## src/rtl/simple_alu_pkg.sv

```systemverilog
// Shared constants for the registered add/subtract stage.
package simple_alu_pkg;

  localparam int   ALU_WIDTH_DEFAULT = 8;
  localparam logic OP_ADD            = 1'b0;
  localparam logic OP_SUB            = 1'b1;

endpackage

```

## src/rtl/simple_alu_if.sv

```systemverilog
// Operand/result bundle for simple_alu; master drives operands, slave returns registered flags.
interface simple_alu_if
  import simple_alu_pkg::*;
#(
  parameter int WIDTH = ALU_WIDTH_DEFAULT
) ();

  logic [WIDTH-1:0] opa;
  logic [WIDTH-1:0] opb;
  logic             csub;
  logic [WIDTH-1:0] result;
  logic             cout;
  logic             ovf;
  logic             zero;

  modport master (
    output opa, opb, csub,
    input  result, cout, ovf, zero
  );

  modport slave (
    input  opa, opb, csub,
    output result, cout, ovf, zero
  );

endinterface

```

## src/rtl/simple_alu_adder.sv

```systemverilog
// Carry-in/carry-out adder that also reports the signed-overflow term of a + b.
module alu_adder #(
  parameter int WIDTH = 8
) (
  input  logic [WIDTH-1:0] a,
  input  logic [WIDTH-1:0] b,
  input  logic             cin,
  output logic [WIDTH-1:0] sum,
  output logic             cout,
  output logic             ovf
);

  logic [WIDTH:0] sum_ext;

  assign sum_ext     = {1'b0, b} + {1'b0, a} + {{WIDTH{1'b0}}, cin};
  assign sum         = sum_ext[WIDTH-1:0];
  assign cout        = sum_ext[WIDTH];
  // Overflow only when both addends share a sign and the sum's sign differs.
  assign ovf         = (b[WIDTH-1] == a[WIDTH-1]) && (sum[WIDTH-1] != b[WIDTH-1]);

endmodule

```

## src/rtl/simple_alu.sv

```systemverilog
// Registered add/subtract: csub inverts opa and supplies the carry-in, giving opb - opa.
module simple_alu
  import simple_alu_pkg::*;
#(
  parameter int WIDTH = ALU_WIDTH_DEFAULT
) (
  input  logic       clk,
  input  logic       rst,
  simple_alu_if.slave bus
);

  logic [WIDTH-1:0] opa_mux;
  logic [WIDTH-1:0] sum;
  logic             carry;
  logic             ovf_n;
  logic             zero_n;

  assign opa_mux = (bus.csub == OP_SUB) ? ~bus.opa : bus.opa;

  alu_adder #(.WIDTH(WIDTH)) u_adder (
    .a    (opa_mux),
    .b    (bus.opb),
    .cin  (bus.csub),
    .sum  (sum),
    .cout (carry),
    .ovf  (ovf_n)
  );

  assign zero_n = (sum == '0);

  // zero resets high so the flag agrees with the cleared result.
  always_ff @(posedge clk or posedge rst) begin
    if (rst) begin
      bus.result <= '0;
      bus.cout   <= 1'b0;
      bus.ovf    <= 1'b0;
      bus.zero   <= 1'b1;
    end else begin
      bus.result <= sum;
      bus.cout   <= carry;
      bus.ovf    <= ovf_n;
      bus.zero   <= zero_n;
    end
  end

endmodule

```

## src/flat_wrapper.sv

```systemverilog
// flat-port wrapper written by rule: the top's interface ports become plain ports
module simple_alu_flat import simple_alu_pkg::*;
#(
  parameter int WIDTH = ALU_WIDTH_DEFAULT
)
  (clk, rst, bus_opa, bus_opb, bus_csub, bus_result, bus_cout, bus_ovf, bus_zero);
  simple_alu_if #(.WIDTH(WIDTH)) bus_i ();
  input  logic clk;
  input  logic rst;
  input wire logic [$bits(bus_i.opa)-1:0] bus_opa;
  input wire logic [$bits(bus_i.opb)-1:0] bus_opb;
  input wire logic [$bits(bus_i.csub)-1:0] bus_csub;
  output wire logic [$bits(bus_i.result)-1:0] bus_result;
  output wire logic [$bits(bus_i.cout)-1:0] bus_cout;
  output wire logic [$bits(bus_i.ovf)-1:0] bus_ovf;
  output wire logic [$bits(bus_i.zero)-1:0] bus_zero;
  assign bus_i.opa = bus_opa;
  assign bus_i.opb = bus_opb;
  assign bus_i.csub = bus_csub;
  assign bus_result = bus_i.result;
  assign bus_cout = bus_i.cout;
  assign bus_ovf = bus_i.ovf;
  assign bus_zero = bus_i.zero;
  simple_alu #(.WIDTH(WIDTH)) u_core (.clk(clk), .rst(rst), .bus(bus_i));
endmodule
```

## config.mk

```make
export PLATFORM = sky130hd
export DESIGN_NAME = simple_alu_flat
export DESIGN_NICKNAME = d
export VERILOG_FILES = /design/src/rtl/simple_alu_pkg.sv /design/src/rtl/simple_alu_if.sv /design/src/rtl/simple_alu_adder.sv /design/src/rtl/simple_alu.sv /design/src/flat_wrapper.sv
export SDC_FILE = /design/constraint.sdc
export NUM_CORES = 1
export LEC_CHECK = 0
export BUFFER_PORTS_ARGS = -buffer_cell sky130_fd_sc_hd__buf_2
export CORE_MARGIN = 3
export CORE_UTILIZATION = 46
export CTS_CLUSTER_DIAMETER = 50
export CTS_CLUSTER_SIZE = 25
export DETAILED_ROUTE_END_ITERATION = 8
export GPL_TIMING_DRIVEN = 0
export PLACE_DENSITY = 0.77
export SLEW_MARGIN = 20
export SYNTH_ARGS = -nofsm -noshare
export SYNTH_HDL_FRONTEND = slang
export SYNTH_HIERARCHICAL = 1
export SYNTH_SLANG_ARGS = --single-unit
```

## constraint.sdc

```tcl
create_clock -name clk -period 0.8 [get_ports clk]
set_input_delay 0.04 -clock clk [delete_from_list [all_inputs] [get_ports clk]]
set_output_delay 0.04 -clock clk [all_outputs]
set_load 0.02 [all_outputs]
```

==> metrics.md, run 1 <==
| Metric | Value |
|---|---|
| Vert. Die Dim | `45.3 µm` |
| Die X | `45.3 µm` |
| GRT worst endpoint | `u_core/bus.zero$_DFF_PP1_/D` |
| Synth Instances | `66` |
| Placed cell area | `906 µm²` |
| Sequential cell area fraction in the yosys report | `38.9%` |
| Synth unique cells | `23` |
| # H-tree levels | `1` |
| CTS Buffer Depth | `2` |
| Mapped Avg Cell Area | `10.8 µm²` |
| Status | `stopped before the end` |
| Largest net degree at the start of global routing | `12` |
| Root Driver | `clkbuf_4` |
| Exit stage | `global routing` |
| Worst slack, placed | `-1610 ps` |
| WEP type | `register data pin` |
| Synthesis warning total | `6` |
| Post-synth EDFFs | `0` |
| Initial core utilization | `52.0%` |
| HPWL after DPL | `1.09 mm` |
| Syn nets | `94` |
| Number of synthesized register bits | `11` |
| Port bufs | `29` |
| Tool error | `[ERROR DPL-0038] Utilization greater than 100%, impossible to legalize` |
| Synthesized area | `711 µm²` |
| Clk sinks | `11` |
| FP Rows | `13` |
| I/O Pins | `30` |
| Main synth FF type | `dfrtp_1` |
| Synth async-reset ratio | `100%` |
| Total CTS buffers | `3` |
| Routability cong. | `0.775` |
==> cell families after synthesis <==
| family | share of synthesized area, % |
|---|---|
| flops | 38.9 |
| fa+ha+maj | 18.0 |
| compound gates | 13.2 |
| simple gates | 10.0 |
| buf+inv | 2.29 |
| mux | 1.58 |
| xor+xnor | 16.0 |
==> synthesized netlist by cell type, types with 2 or more instances <==
master   count  share of area, %
a21oi_1      5               3.5
dfrtp_1     10                35
fa_1         2               5.6
ha_1         7                12
inv_1        3               1.6
nand2_1      2               1.1
nor2_1       4               2.1
nor2b_1      2               1.8
nor3_1       3               2.1
o21ai_1      3               2.1
or4_1        2               2.1
xnor2_1      4               4.9
xor2_1       9                11
==> repair_timing <==
action                                  4_1_cts
resized for setup                            43
hold buffers                                  1
buffers inserted                             21
pin swaps                                    23
endpoints found under the setup margin       21
endpoints found under the hold margin        10
==> per-stage QoR <==
stage	hold WS (ps)	cells
2_1_floorplan	-108	66
3_3_place_gp	24.4	110
3_5_place_dp	29.5	110
4_1_cts	97.4	133
==> run 2, diff against run 1 <==
--- a/config.mk
+++ b/config.mk
@@ -6,13 +6,11 @@
 export NUM_CORES = 1
 export LEC_CHECK = 0
 export BUFFER_PORTS_ARGS = -buffer_cell sky130_fd_sc_hd__buf_2
-export CORE_MARGIN = 3
-export CORE_UTILIZATION = 46
-export CTS_CLUSTER_DIAMETER = 50
-export CTS_CLUSTER_SIZE = 25
+export CORE_AREA = 3 3 64 66
 export DETAILED_ROUTE_END_ITERATION = 8
+export DIE_AREA = 0 0 67 69
 export GPL_TIMING_DRIVEN = 0
-export PLACE_DENSITY = 0.77
+export PLACE_DENSITY_LB_ADDON = 0.15
 export SLEW_MARGIN = 20
 export SYNTH_ARGS = -nofsm -noshare
 export SYNTH_HDL_FRONTEND = slang
==> metrics.md, run 2 <==
| Metric | Value |
|---|---|
| Status | `finished, violations left (was stopped before the end)` |
| Failing checks | `setup timing` |
| Mapped Avg Cell Area | `10.8 µm² (unchanged)` |
| Number of synthesized register bits | `11 (unchanged)` |
| Sequential cell area | `277 µm²` |
| Largest family of logic cells by synthesized area | `adder cells (unchanged)` |
| Worst-margin pin slew | `421 ps` |
| Largest net degree at the start of global routing | `12` |
| Initial antenna violation count | `0` |
| Congestion Overflow GR | `0` |
| Worst-path cell chain | `buf_8 > buf_12 > xor2_2 > fa_2 > fa_2 > a21oi_4 > o211ai_1 > a21oi_1 > xnor2_1 > or4_1 > nor2_2` |
| Portion of netlist area occupied by mux cells | `1.58% (unchanged)` |
| HPWL after DPL | `1.27 mm (was 1.09 mm)` |
| Vias in the first global route | `656` |
| Initial core utilization | `19.6% (was 52.0%)` |
| Crit-path most repeated cell | `fa_2` |
| DR WL/cell | `10.6 µm` |
| Post-synth top area share | `35.2% (unchanged)` |
| Core area | `0.00363 mm²` |
| Simple-gate share of the synthesized area | `10.0% (unchanged)` |
| CP Class | `input pin to flop` |
| Root Driver | `clkbuf_8 (was clkbuf_4)` |
| Placed cell area | `947 µm² (was 906 µm²)` |
| Drt pass-1 iters | `3` |
| FP Rows | `22 (was 13)` |
| Most common cell after layout, fill and taps aside | `buf_2` |
| Most frequent cells in the layout | `18 x buf_2, 15 x buf_4, 13 x buf_6, 10 x dfrtp_1, 6 x xor2_1` |
| XOR/XNOR Fraction of Synth Area | `16.0% (unchanged)` |
| Top cells by count, synth | `10 x dfrtp_1, 9 x xor2_1, 7 x ha_1 (unchanged)` |
| CP top delay family | `adder cells` |
| Clock-pin transition on the worst setup and hold timing paths | `50 ps` |
| Switching share of total power | `33.4%` |
| Total power | `2.75 mW` |
| Clk sinks | `11 (unchanged)` |
| Worst EP required | `970 ps` |
| Remaining DRCs | `0` |
| # H-tree levels | `1 (unchanged)` |
| Combinational Power Share | `52.6%` |
| Min cycle time layout | `2060 ps` |
| Seq pwr share | `27.6%` |
| Synth unique cells | `23 (unchanged)` |
| Total CTS buffers | `3 (unchanged)` |
| Max transition margin | `71.9%` |
| Net count reported at finish | `149` |
| Syn nets | `94 (unchanged)` |
| Sw power | `0.919 mW` |
| Routed wire length | `1.78 mm` |
| Synth async-reset ratio | `100% (unchanged)` |
| Largest stage delay, worst path | `420 ps` |
| Critical Path Stages | `11` |
| Unrepaired setup endpoints after global routing | `true` |
| Vias per cell | `3.95` |
| Total number of vias | `664` |
| Ant diodes | `0` |
| Area Overhead vs Synth | `94.2%` |
| Main synth FF type | `dfrtp_1 (unchanged)` |
| Synth Instances | `66 (unchanged)` |
| Post-Synth Adder-Cell Area | `18.0% (unchanged)` |
| Final ANT Viol Nets | `0` |
| WHS | `140 ps` |
| Ratio of cells with drive above 1 in the final layout | `65.8%` |
| CP bufs+invs | `2` |
| Post-Layout Cell Count | `168` |
| Pwr per Cell Area | `2000 mW/mm²` |
| Final Worst Setup Slack | `-1260 ps` |
| Dominant cell type by area after synthesis | `dfrtp_1 (unchanged)` |
| Hold Crit Class | `input pin to flop` |
| Clk network pwr share | `19.8%` |
| Leak | `0.624 nW` |
| Tcrit/Tclk final | `258%` |
| Int Pwr | `1.83 mW` |
| Vert. Die Dim | `69 µm (was 45.3 µm)` |
| Sequential cell area fraction in the yosys report | `38.9% (unchanged)` |
| Final Instance Area | `0.00138 mm²` |
| Count of pins over their slew limit | `0` |
| GRT Total Usage | `7.33%` |
| VDD IR-drop max | `468 µV` |
| Die X | `67 µm (was 45.3 µm)` |
| Worst slack, placed | `-1630 ps (was -1610 ps)` |
| Biggest register | `u_core/bus.result` |
| Port bufs | `29 (unchanged)` |
| Arrival @ worst endpoint | `2240 ps` |
| Fill cells | `368` |
| Post-synth EDFFs | `0 (unchanged)` |
| CP Capture Type | `flop` |
| Synthesized area | `711 µm² (unchanged)` |
| Synthesis warning total | `6 (unchanged)` |
| I/O Pins | `30 (unchanged)` |
| Starting DRT DRC Count | `10` |
| Routability cong. | `0.684 (was 0.775)` |
| Clock tree from TritonCTS | `done` |
| Post-synthesis compound-gate area fraction | `13.2% (unchanged)` |
| Largest register FFs | `8` |
| Area of the multi-input gates | `558 µm²` |
| Final hold violation count | `0` |
| Setup TNS Final | `-7530 ps` |
| Fmax achieved | `485 MHz` |
| Placed Cells | `143 (was 110)` |
| Crit-path max FO | `3` |
| Hold path depth | `2` |
| Final Util | `38.0%` |
| Die area | `0.00462 mm²` |
| Final setup fails | `11` |
| Maxcap violations | `0` |
| Global-route wire length before repair | `2.55 mm` |
| Count leader, synth | `dfrtp_1 (unchanged)` |
| CTS Buffer Depth | `2 (unchanged)` |
| Crit start category | `input pin` |
| Slowest stage cell, crit path | `or4_1` |
| Ranking of synthesized cells by area | `dfrtp_1 35%, ha_1 12%, xor2_1 11%, fa_1 5.6%, xnor2_1 4.9% (unchanged)` |
## run 2: kinds of logic (layout without fill, tap and decap cells)
group	after synthesis	count (layout)
AO/OA/AOI/OAI	14	14
XOR/XNOR	13	13
flip-flops	11	11
AND/OR/NAND/NOR	14	14
buffers and inverters	4	58
adder cells (fa/ha/maj)	9	9
multiplexers	1	1
## run 2: routing by layer
metal  track usage [%]  wire, µm
met1              8.19       730
met4              6.08        35
met5                 0         0
met3             0.977        68
met2              11.9       942
## run 2: power by group through the flow
stage               sequential [mW]  clock (mW)  combinational, mW
global route                  0.773       0.597               1.56
global placement              0.734           0              0.898
floorplan                     0.918           0              0.432
CTS                           0.741       0.562               1.20
detailed placement            0.738           0              0.899
finish                        0.760       0.545               1.45
## run 2: worst paths after layout
| path | startpoint | end | slack [ps] |
|---|---|---|---|
| setup / recovery | bus_csub | u_core/bus.zero | -1260 |
| max in group asynchronous | rst | u_core/bus.zero | 140 |
| hold / removal | bus_opb[0] | u_core/bus.result[0] | 140 |
| min in group asynchronous | rst | u_core/bus.result[5] | 340 |
## run 2: final cells by class
| cell class | count | area share, % |
|---|---|---|
| multi-input cells | 51 | 40.4 |
| repair buffers | 50 | 29.6 |
| flip-flops and latches | 11 | 20.0 |
| clock buffers | 4 | 3.26 |
| plain buffers | 1 | 1.45 |
| well taps | 48 | 4.35 |
| inverters | 3 | 0.816 |
## run 2: timing repair
action | 4_1_cts | 5_1_grt
resized for setup | 30 | 22
gates cloned | 0 | 0
endpoints found under the hold margin | 10 | 0
pin swaps | 19 | 25
hold buffers | 1 | 0
setup endpoints to repair | 15 | 20
buffers inserted | 15 | 6
(Power assumes the default switching activity.)
==> run 3, diff against run 2 <==
--- a/config.mk
+++ b/config.mk
@@ -10,7 +10,7 @@
 export DETAILED_ROUTE_END_ITERATION = 8
 export DIE_AREA = 0 0 67 69
 export GPL_TIMING_DRIVEN = 0
-export PLACE_DENSITY_LB_ADDON = 0.15
+export PLACE_DENSITY_LB_ADDON = 0.3
 export SLEW_MARGIN = 20
 export SYNTH_ARGS = -nofsm -noshare
 export SYNTH_HDL_FRONTEND = slang
==> metrics.md, run 3 (synthesis results as in run 2) <==
| Metric | Value |
|---|---|
| Leak | `0.571 nW (was 0.624 nW)` |
| Failing checks | `setup timing (unchanged)` |
| Placed Cells | `143 (unchanged)` |
| CP Capture Type | `flop (unchanged)` |
| Unrepaired setup endpoints after global routing | `true (unchanged)` |
| Max transition margin | `75.0% (was 71.9%)` |
| WHS | `146 ps (was 140 ps)` |
| Maxcap violations | `0 (unchanged)` |
| # H-tree levels | `1 (unchanged)` |
| HPWL after DPL | `1.22 mm (was 1.27 mm)` |
| Vias in the first global route | `626 (was 656)` |
| GRT busiest layer | `met2 (unchanged)` |
| Largest net degree at the start of global routing | `12 (unchanged)` |
| Final hold violation count | `0 (unchanged)` |
| Pwr per Cell Area | `1960 mW/mm² (was 2000 mW/mm²)` |
| CTS Buffer Depth | `2 (unchanged)` |
| Hold Crit Class | `input pin to flop (unchanged)` |
| Fmax achieved | `489 MHz (was 485 MHz)` |
| Worst slack, placed | `-1640 ps (was -1630 ps)` |
| Total number of vias | `635 (was 664)` |
| Core area | `0.00363 mm² (unchanged)` |
| Ant diodes | `0 (unchanged)` |
| Global-route wire length before repair | `2.64 mm (was 2.55 mm)` |
| Drt pass-1 iters | `3 (unchanged)` |
| Met2 GRT Util | `12.1% (was 11.9%)` |
| Vert. Die Dim | `69 µm (unchanged)` |
| Placed cell area | `947 µm² (unchanged)` |
| CP Class | `input pin to flop (unchanged)` |
| Final setup fails | `11 (unchanged)` |
| Largest register FFs | `8 (unchanged)` |
| Total CTS buffers | `3 (unchanged)` |
| Clock-pin transition on the worst setup and hold timing paths | `40 ps (was 50 ps)` |
| Port bufs | `29 (unchanged)` |
| Routability cong. | `0.642 (was 0.684)` |
| Biggest register | `u_core/bus.result (unchanged)` |
| Routed wire length | `1.62 mm (was 1.78 mm)` |
| GRT Total Usage | `7.21% (was 7.33%)` |
| Post-Layout Cell Count | `162 (was 168)` |
| Clk sinks | `11 (unchanged)` |
| Clk network pwr share | `21.2% (was 19.8%)` |
| Ratio of cells with drive above 1 in the final layout | `60.5% (was 65.8%)` |
| FP Rows | `22 (unchanged)` |
| Initial antenna violation count | `0 (unchanged)` |
| DR WL/cell | `10.0 µm (was 10.6 µm)` |
| Met1 Use GR | `8.81% (was 8.19%)` |
| Sw power | `0.819 mW (was 0.919 mW)` |
| Switching share of total power | `33.4% (about the same)` |
| Tcrit/Tclk final | `256% (was 258%)` |
| Met3 Resource Use GR | `1.47% (was 0.977%)` |
| Status | `finished, violations left (unchanged)` |
| Congestion Overflow GR | `0 (unchanged)` |
| Die area | `0.00462 mm² (unchanged)` |
| Min cycle time layout | `2050 ps (was 2060 ps)` |
| Setup TNS Final | `-7200 ps (was -7530 ps)` |
| Final Instance Area | `0.00125 mm² (was 0.00138 mm²)` |
| Count of pins over their slew limit | `0 (unchanged)` |
| Worst EP required | `960 ps (was 970 ps)` |
| Crit-path max FO | `3 (unchanged)` |
| Area Overhead vs Synth | `75.9% (was 94.2%)` |
| Int Pwr | `1.63 mW (was 1.83 mW)` |
| Vias per cell | `3.92 (was 3.95)` |
| Root Driver | `clkbuf_8 (unchanged)` |
| Worst-margin pin slew | `375 ps (was 421 ps)` |
| Combinational Power Share | `48.6% (was 52.6%)` |
| Starting DRT DRC Count | `59 (was 10)` |
| Remaining DRCs | `0 (unchanged)` |
| Total power | `2.45 mW (was 2.75 mW)` |
| VDD IR-drop max | `443 µV (was 468 µV)` |
| Die X | `67 µm (unchanged)` |
| Most frequent cells in the layout | `22 x buf_2, 12 x buf_4, 10 x dfrtp_1, 6 x buf_6, 6 x xor2_1 (was 18 x buf_2, 15 x buf_4, 13 x buf_6, 10 x dfrtp_1, 6 x xor2_1)` |
| Final Util | `34.4% (was 38.0%)` |
| Arrival @ worst endpoint | `2210 ps (was 2240 ps)` |
| Clock tree from TritonCTS | `done (unchanged)` |
| Seq pwr share | `30.2% (was 27.6%)` |
| Most common cell after layout, fill and taps aside | `buf_2 (unchanged)` |
| Final Worst Setup Slack | `-1250 ps (was -1260 ps)` |
| Crit start category | `input pin (unchanged)` |
| Fill cells | `369 (was 368)` |
| Net count reported at finish | `143 (was 149)` |
| I/O Pins | `30 (unchanged)` |
| Final ANT Viol Nets | `0 (unchanged)` |
| Initial core utilization | `19.6% (unchanged)` |
[run 3: metal layers]
metal	vias up	wire, µm
li1	321	-
met1	291	590
met2	20	894
met3	3	112
met4	0	23
met5	-	0
[run 3: worst max-delay path: stages]
cell and delay (ps):
buf_8 100, buf_12 120, xor2_2 140, fa_2 360
fa_2 400, a21oi_4 150, o211ai_1 90, a21oi_1 180
xnor2_1 100, or4_1 420, nor2_2 110
[run 3: path summary, 6_finish.rpt]
kind | start | to | cells past startpoint
max | bus_csub | u_core/bus.zero | 11
min | bus_opb[0] | u_core/bus.result[0] | 2
max in group asynchronous | rst | u_core/bus.zero | 3
min in group asynchronous | rst | u_core/bus.result[3] | 3
[run 3: timing repair]
item | CTS | global route
setup buffers | 11 | 4
hold endpoints to repair | 10 | 0
setup endpoints to repair | 12 | 17
resized for setup | 22 | 14
cloned | 0 | 0
hold buffers | 1 | 0
pin swaps | 21 | 14
[run 3: final cells by class]
class                   count  area [µm²]  area share [%]
well taps                  48        60.1            4.80
clock buffers               4        45.0            3.60
flip-flops and latches     11         277            22.1
inverters                   3        11.3           0.901
repair buffers             44         323            25.8
plain buffers               1        20.0            1.60
multi-input cells          51         514            41.1
[run 3: power groups by stage]
stage               sequential (mW)  clock [mW]  combinational (mW)
finish                        0.741       0.519                1.19
global route                  0.754       0.579                1.30
CTS                           0.723       0.535                1.06
detailed placement            0.729           0               0.895
global placement              0.726           0               0.886
floorplan                     0.918           0               0.432
